## config.mk

```make
export PLATFORM = sky130hd
export DESIGN_NAME = ff_phase_scheduler
export DESIGN_NICKNAME = d
export VERILOG_FILES = /design/src/rtl/ff_phase_scheduler.sv
export SDC_FILE = /design/constraint.sdc
export NUM_CORES = 1
export LEC_CHECK = 0
export ABC_AREA = 1
export BUFFER_PORTS_ARGS = -buffer_cell sky130_fd_sc_hd__clkbuf_2
export CAP_MARGIN = 5
export CORE_ASPECT_RATIO = 2
export CORE_MARGIN = 2
export CORE_UTILIZATION = 55
export CTS_CLUSTER_SIZE = 8
export DETAILED_ROUTE_END_ITERATION = 6
export GPL_ROUTABILITY_DRIVEN = 1
export GPL_TIMING_DRIVEN = 0
export PLACE_DENSITY = 0.89
export REMOVE_ABC_BUFFERS = 1
export SETUP_SLACK_MARGIN = 0.05
export SLEW_MARGIN = 30
export SYNTH_ARGS = -nofsm -noshare
export SYNTH_HDL_FRONTEND = slang
export SYNTH_SLANG_ARGS = --single-unit
```

## constraint.sdc

```tcl
create_clock -name clk -period 4.6 [get_ports clk]
set_clock_uncertainty 0.15 [all_clocks]
set_input_delay 0.69 -clock clk [delete_from_list [all_inputs] [get_ports clk]]
set_output_delay 0.69 -clock clk [all_outputs]
set_load 0.005 [all_outputs]
```

## src/rtl/ff_phase_scheduler.sv

```systemverilog
// Sample sequencer between the AER source and the LRF core array: runs one
// inference phase or a positive/negative training pair, forwarding events 4-phase.
module ff_phase_scheduler #(
    parameter int unsigned CORE_NUM  = 64,
    parameter int unsigned AER_WIDTH = 12,
    parameter int unsigned GAP_CYC   = 4,
    parameter int unsigned TIMEOUT_W = 16
) (
    input  logic                 clk,
    input  logic                 rst,
    input  logic                 START,
    input  logic                 MODE_TRAIN,
    output logic                 BUSY,
    output logic                 DONE,
    output logic                 ERR,
    input  logic                 SRC_REQ,
    input  logic [AER_WIDTH-1:0] SRC_ADDR,
    input  logic                 SRC_LAST,
    output logic                 SRC_ACK,
    output logic                 ARR_REQ,
    output logic [AER_WIDTH-1:0] ARR_ADDR,
    input  logic                 ARR_ACK,
    input  logic [CORE_NUM-1:0]  CORE_FINISH,
    output logic                 IS_POS,
    output logic                 IS_TRAIN
);
    localparam int unsigned GAP_W = (GAP_CYC > 1) ? $clog2(GAP_CYC) : 1;
    localparam logic [TIMEOUT_W-1:0] WD_MAX  = '1;
    localparam logic [TIMEOUT_W-1:0] WD_LAST = WD_MAX - TIMEOUT_W'(1);

    typedef enum logic [2:0] {
        IDLE, ARM, STREAM, FWD_REQ, FWD_ACK, WAIT_FIN, GAP, FIN
    } state_t;

    state_t               state, state_d;
    logic                 mode, mode_d;
    logic                 phase, phase_d;
    logic                 last, last_d;
    logic [CORE_NUM-1:0]  mask, mask_d;
    logic [TIMEOUT_W-1:0] wdog, wdog_d;
    logic [GAP_W-1:0]     gap_cnt, gap_d;
    logic                 busy_d, done_d, err_d, src_ack_d, arr_req_d, is_pos_d, is_train_d;
    logic [AER_WIDTH-1:0] addr_d;
    logic                 timeout;

    // Next-state and next-output logic
    always_comb begin
        state_d    = state;
        mode_d     = mode;
        phase_d    = phase;
        last_d     = last;
        mask_d     = mask;
        wdog_d     = wdog;
        gap_d      = gap_cnt;
        busy_d     = BUSY;
        done_d     = 1'b0;
        err_d      = ERR;
        src_ack_d  = SRC_ACK;
        arr_req_d  = ARR_REQ;
        addr_d     = ARR_ADDR;
        is_pos_d   = IS_POS;
        is_train_d = IS_TRAIN;
        // Last watchdog step (or already saturated) counts as a timeout.
        timeout    = (wdog >= WD_LAST);

        if (state inside {STREAM, FWD_REQ, FWD_ACK, WAIT_FIN})
            mask_d = mask | CORE_FINISH;

        unique case (state)
            IDLE: begin
                if (START) begin
                    state_d = ARM;
                    mode_d  = MODE_TRAIN;
                    phase_d = 1'b0;
                    err_d   = 1'b0;
                    busy_d  = 1'b1;
                end
            end
            ARM: begin
                is_train_d = mode;
                is_pos_d   = ~phase;
                mask_d     = '0;
                wdog_d     = '0;
                state_d    = STREAM;
            end
            STREAM: begin
                if (SRC_REQ && !SRC_ACK && !ARR_ACK) begin
                    addr_d  = SRC_ADDR;
                    last_d  = SRC_LAST;
                    state_d = FWD_REQ;
                end
            end
            FWD_REQ: begin
                if (ARR_ACK) begin
                    arr_req_d = 1'b0;
                    src_ack_d = 1'b1;
                    state_d   = FWD_ACK;
                end else begin
                    arr_req_d = 1'b1;
                end
            end
            FWD_ACK: begin
                if (!SRC_REQ && !ARR_ACK) begin
                    src_ack_d = 1'b0;
                    state_d   = last ? WAIT_FIN : STREAM;
                end
            end
            WAIT_FIN: begin
                if (wdog != WD_MAX)
                    wdog_d = wdog + TIMEOUT_W'(1);
                if (timeout)
                    err_d = 1'b1;
                if ((&mask) || timeout) begin
                    if (mode && !phase) begin
                        state_d = GAP;
                        gap_d   = '0;
                    end else begin
                        state_d = FIN;
                    end
                end
            end
            GAP: begin
                if (gap_cnt == GAP_W'(GAP_CYC - 1)) begin
                    phase_d = 1'b1;
                    state_d = ARM;
                end else begin
                    gap_d = gap_cnt + GAP_W'(1);
                end
            end
            FIN: begin
                done_d  = 1'b1;
                busy_d  = 1'b0;
                state_d = IDLE;
            end
            default: state_d = IDLE;
        endcase
    end

    // State and registered outputs
    always_ff @(posedge clk or posedge rst) begin
        if (rst) begin
            state    <= IDLE;
            mode     <= 1'b0;
            phase    <= 1'b0;
            last     <= 1'b0;
            mask     <= '0;
            wdog     <= '0;
            gap_cnt  <= '0;
            BUSY     <= 1'b0;
            DONE     <= 1'b0;
            ERR      <= 1'b0;
            SRC_ACK  <= 1'b0;
            ARR_REQ  <= 1'b0;
            ARR_ADDR <= '0;
            IS_POS   <= 1'b0;
            IS_TRAIN <= 1'b0;
        end else begin
            state    <= state_d;
            mode     <= mode_d;
            phase    <= phase_d;
            last     <= last_d;
            mask     <= mask_d;
            wdog     <= wdog_d;
            gap_cnt  <= gap_d;
            BUSY     <= busy_d;
            DONE     <= done_d;
            ERR      <= err_d;
            SRC_ACK  <= src_ack_d;
            ARR_REQ  <= arr_req_d;
            ARR_ADDR <= addr_d;
            IS_POS   <= is_pos_d;
            IS_TRAIN <= is_train_d;
        end
    end
endmodule

```

==> results.yml, run 1 <==
cells_and_area:
  multi_input_comb_area_sq_um: 1810
  n_antenna_cell: 0
  fin_util_pct: 66.1
  syn2layout_area_growth_pct: 18.3
  drive_gt1_share_pct: 22.6
  nets: 762
  seqCellArea_sq_um: 2680
  fin_area_sq_um: 5880
  num-fill-cells: 658
  finalNonFillerCells: 783
power_and_ir_drop:
  p_leak_uw: 0.00310
  vdd_ir_drop_max_uv: 462
  cellPowerDensity_nw_per_um2: 632
critical_path:
  crit_type: "reg2reg"
  startpoint: "state[0]$_DFFE_PP0P_"
  worstReg2RegStart: "state[0]$_DFFE_PP0P_"
  path_max_fanout: 64
  setup.worst_path.end_class: "flip-flop"
  cp.required_ps: 4640
  path_cells: "inv_4, nor2_4, nand2_2, nand3_4, nand2_1, a21oi_1"
  cp.arrival_ps: 2320
  worstSetupStartpointType: "flip-flop"
  slowest_stage: "nand3_4"
  max_stage_delay_ps: 560
synth:
  synth.cell_area_sq_um: 4970
  synth_commonest_cells: "154 x nand2_1, 107 x dfrtp_1, 94 x inv_1"
  synth_edf_count: 0
  synth_most_common_cell: "nand2_1"
  syn_inst: 579
  synth_top_area_share_pct: 53.9
  synth.area.mux_share_pct: 3.70
  synth_cell_types: 35
  ys_ff_latch: 107
  async_reset_ff_share_pct: 100
  synth_top_flop_cell: "dfrtp_1"
  yosys.area_share.simple_pct: 20.9
  synth_top_area_cell: "dfrtp_1"
  ys_seq_area_share_pct: 53.9
  yosysWarnings: 0
  synth_fa_ha_area_share_pct: 0.755
  netlist_top_cells_area: "dfrtp_1 54%, nand2_1 12%, inv_1 7.1%, a21oi_1 7.0%, mux2_4 3.0%"
  synth_top_family_by_area: "simple AND/OR/NAND/NOR gates"
  synthXorXnorAreaFrac_pct: 0.705
  synth_compound_area_share_pct: 10.4
  syn_avg_cell_area_sq_um: 8.58
place:
  dpl_cell_area_sq_um: 5530
  placed_cells: 767
  dp_hpwl_um: 7660
  io_buffers: 101
  gp_congestion: 0.850
sta:
  rsz0062_at_grt: "false"
  slew_violations: 0
  layout_min_cycle_time_ps: 2280
  holdWs_ps: 171
  fin_setup_tns_ps: 0
  slew_headroom_pct: 47.2
  min_period_over_period_pct: 49.5
  worst_pin_slew_ps: 785
  final-hold-violation-count: 0
  fmax_ghz: 0.439
  finalSetupViolCount: 0
die:
  core-area_sq_um: 8890
  initial_core_util_pct: 55.9
  io_pins: 102
  die_w_um: 71.2
  die_h_um: 138
  rows: 49
  die_area_sq_um: 9860
clock_network:
  cts.sinks: 107
  post_cts_resized: 0
  htree_levels: 3
  cts_buffers: 9
  cts.reportedPaths.clkPinSlew_ps: 70
  cts_hold_buf: 0
  cts_root_buf: "clkbuf_16"
  clk_latency_ps: 350
  clk_path_buf_depth: 2
  cts_setup_buffers: 0
  tritoncts: "done"
drt:
  wire_per_inst_um: 13.6
  drt_wl_total_um: 10700
  drt_iter0_markers: 258
  drcViolationCount: 0
  via_per_inst: 5.23
  num_vias: 4095
  drt-pass1-iter-count: 5
  drtAntennaViolNets: 0
global_routing:
  grt_pass1_wl_um: 18500
  grt.total_usage_pct: 23.6
  antenna_found_initial: 0
  grt_start_max_net_pins: 72
  grt_pass1_vias: 4156
  gr-total-overflow: 0
job:
  cap_violations: 0
min_path:
  hold_path_class: "in2async"
outcome:
  status: "complete, no violations"
-- critical path, delay by kind of cell (launching register included) --
kind	cells	cell delay, ps
DFF	1	530
and+or+nand+nor	4	1150
buffers and inverters	1	150
AOI/OAI and AO/OA	1	100
-- through the flow --
| stage | power, uW | setup slack, ps |
|---|---|---|
| after floorplan | 2450 | 943 |
| after global placement | 2750 | 10.5 |
| after detailed placement | 2840 | 2350 |
| after CTS | 3740 | 2300 |
| after global routing | 4010 | 2140 |
| final | 3710 | 2320 |
-- layout make-up --
| cell class | instances | share of cell area (%) |
|---|---|---|
| timing repair buffer | 102 | 9.07 |
| sequential | 107 | 45.5 |
| tap | 102 | 2.17 |
| inverter | 97 | 6.38 |
| clock buffer | 10 | 4.06 |
| multi-input combinational | 359 | 30.9 |
| clock inverter | 6 | 1.92 |
-- layer usage --
layer  global-route usage, %  part of all wire, %  vias to the layer above
met5                       0                    0                        -
met4                    12.2                  4.2                        0
met3                    4.59                  3.7                       39
met2                    40.9                   56                      121
met1                    26.7                   36                     1939
li1                        -                    -                     1996
-- layout by cell type, fill, tap and decap left out, drive strengths merged, types with 4 or more instances in the layout --
cell type  count
xor2           4
mux2          13
clkbuf       111
clkinv         4
a21oi         71
inv           96
nor2          44
nor3           8
o21ai         20
nand3         16
nand4          7
dfrtp        107
nand2        163
-- power breakdown --
part	internal, uW	switching [uW]
clock	548	341
sequential	1350	233
combinational	482	764
total	2380	1340
-- flip-flops by register name (all words and copies together) (netlist names) --
register  flops
mask         64
wdog         16
ARR_ADDR     12
state         3
gap_cnt       2
ARR_REQ       1
BUSY          1
DONE          1
ERR           1
IS_POS        1
IS_TRAIN      1
SRC_ACK       1
last          1
mode          1
phase         1
-- path summary, 6_finish.rpt --
check / endpoint / slack (ps) / cells after the start
max in group asynchronous: mask[1]$_DFFE_PP0P_ / 3460 / 3
worst min register to register: gap_cnt[1]$_DFFE_PP0P_ / 340 / 2
min in group clk: gap_cnt[1]$_DFFE_PP0P_ / 340 / 2
worst min-delay path: ARR_ADDR[0]$_DFFE_PP0P_ / 170 / 2
worst max-delay path: mask[38]$_DFFE_PP0P_ / 2320 / 6
worst max register to register: mask[38]$_DFFE_PP0P_ / 2320 / 6
-- cells by family (layout without fill, tap and decap cells) --
logic type               count (synthesis)  after routing
XOR/XNOR                                 4              4
adder cells (fa/ha/maj)                  3              3
AND/OR/NAND/NOR                        241            241
flip-flops                             107            107
multiplexers                            13             13
AO/OA/AOI/OAI                           98             98
buffers and inverters                  113            215
Note: power is estimated with default switching activity, not from simulation.
==> inputs of run 2 (changes only) <==
- CORE_UTILIZATION: 55 -> 49
- PLACE_DENSITY: 0.89 -> 0.84
- clock period: 4.6 -> 2 ns (I/O delays scaled with it)
==> results.yml, run 2 (synthesis gave the netlist of run 1 again) <==
drt:
  via_per_inst: 4.99
  wire_per_inst_um: 14.2
  drtAntennaViolNets: 0
  drcViolationCount: 0
  drt-pass1-iter-count: 6
  drt_iter0_markers: 284
  drt_wl_total_um: 11800
  num_vias: 4139
critical_path:
  worstSetupStartpointType: "flip-flop"
  path_max_fanout: 7
  critPathMostFrequentCell: "nor2_1"
  cp.arrival_ps: 1900
  setup.worst_path.end_class: "flip-flop"
  crit_family: "simple AND/OR/NAND/NOR gates"
  crit_type: "reg2reg"
  cp.required_ps: 2080
  path_cells: "ha_1, nand2_2, nor2_4, a21oi_4, nand2_1, nor2_1, xor2_1, nor2_1"
  slowest_stage: "dfrtp_1"
  max_stage_delay_ps: 420
  crit_buf_inv: 0
clock_network:
  tritoncts: "done"
  cts.sinks: 107
  htree_levels: 3
  clk_path_buf_depth: 2
  cts_root_buf: "clkbuf_16"
  clk_latency_ps: 350
  cts_buffers: 9
  cts.reportedPaths.clkPinSlew_ps: 70
sta:
  slew_violations: 0
  rsz0062_at_grt: "false"
  finalSetupViolCount: 0
  holdWs_ps: 20.4
  min_period_over_period_pct: 91.3
  fmax_ghz: 0.548
  slew_headroom_pct: 64.1
  final-hold-violation-count: 0
  layout_min_cycle_time_ps: 1830
  worst_pin_slew_ps: 533
global_routing:
  gr-total-overflow: 0
  grt_start_max_net_pins: 72
  grt.total_usage_pct: 23.3
  antenna_found_initial: 0
  grt_pass1_vias: 4362
  grt_pass1_wl_um: 19600
place:
  dp_hpwl_um: 7860
  io_buffers: 101
  gp_congestion: 0.861
  placed_cells: 800
cells_and_area:
  drive_gt1_share_pct: 25.1
  nets: 775
  syn2layout_area_growth_pct: 23.3
  finalNonFillerCells: 829
  largest_reg_flops: 64
  mostFrequentLayoutCell: "nand2_1"
  reg_top3: "mask (64), wdog (16), ARR_ADDR (12)"
  n_antenna_cell: 0
  largest_register: "mask"
  layout_common_cells: "152 x nand2_1, 104 x dfrtp_1, 101 x clkbuf_2, 93 x inv_1, 70 x a21oi_1"
power_and_ir_drop:
  p_leak_uw: 0.00319
  cellPowerDensity_nw_per_um2: 1480
  vdd_ir_drop_max_uv: 875
die:
  initial_core_util_pct: 49.6
  core-area_sq_um: 10000
  die_w_um: 75.2
  die_h_um: 146
  rows: 52
  io_pins: 102
  die_area_sq_um: 11000
outcome:
  status: "complete, no violations"
min_path:
  hold_path_class: "in2reg"
job:
  cap_violations: 0
==> run 2: cell types whose count changed in the layout (fill, tap and decap cells not counted), sizes merged <==
cell         change
nand3            +3
clkinv           -3
clkbuf           +1
inv              +1
dlygate4sd3      +1
buf              +9
clkinvlp         +1
==> run 2: repair_timing <==
item	4_1_cts	5_1_grt
endpoints found under the hold margin	37	0
hold buffers	1	0
gates cloned	3	0
setup endpoints to repair	71	23
setup buffers	2	7
pin swaps	2	4
resized for setup	8	11
==> run 2: layer usage <==
metal  wire [um]  share of wire (%)  global-route usage (%)
met2        6850                 58                    41.4
met3         420                3.6                    2.90
met4         345                2.9                    10.3
met1        4170                 35                    26.8
met5           0                  0                       0
==> run 2: final timing paths <==
check / startpoint / end / slack, ps / depth (start not counted)
max in group asynchronous: rst / mask[40]$_DFFE_PP0P_ / 700 / 4
worst max register to register: wdog[1]$_DFFE_PP0P_ / wdog[6]$_DFFE_PP0P_ / 170 / 8
worst min-delay path: MODE_TRAIN / mode$_DFFE_PP0P_ / 20 / 3
worst max-delay path: wdog[1]$_DFFE_PP0P_ / wdog[6]$_DFFE_PP0P_ / 170 / 8
min in group asynchronous: rst / ARR_ADDR[6]$_DFFE_PP0P_ / 340 / 3
worst min register to register: gap_cnt[1]$_DFFE_PP0P_ / gap_cnt[1]$_DFFE_PP0P_ / 340 / 2
==> run 2: area by class of cell <==
cell class                 count  area (sq um)
tap                          135           169
timing repair buffer         112           636
multi-input combinational    362          1900
fill                         871          3890
clock buffer                  11           243
sequential                   107          2680
inverter                      97           385
clock inverter                 5           109
==> run 2: power by group <==
group          switching [uW]  internal (uW)  total (uW)
logic                    2030           1330        3360
registers                 541           3100        3640
clock network             798           1270        2070
==> run 2: stage by stage <==
step           power [uW]  cell area (sq um)  TNS (ps)  worst slack (ps)  util (%)
2_1_floorplan        5630               4860   -135600             -1270         -
3_3_place_gp         6350               5530   -261370             -2260      55.2
3_5_place_dp         6570               5570    -13140              -236      55.6
4_1_cts              9020               6040         0              26.2      60.3
5_1_grt              9780               6130         0              4.11      61.2
6_report             9070               6130         0               175      61.2
==> run 2: worst reg2reg max path, stage by stage (launching register included) <==
cell and delay, ps:
dfrtp_1 420, ha_1 220, nand2_2 120, nor2_4 70, a21oi_4 230, nand2_1 130
nor2_1 150, xor2_1 170, nor2_1 50
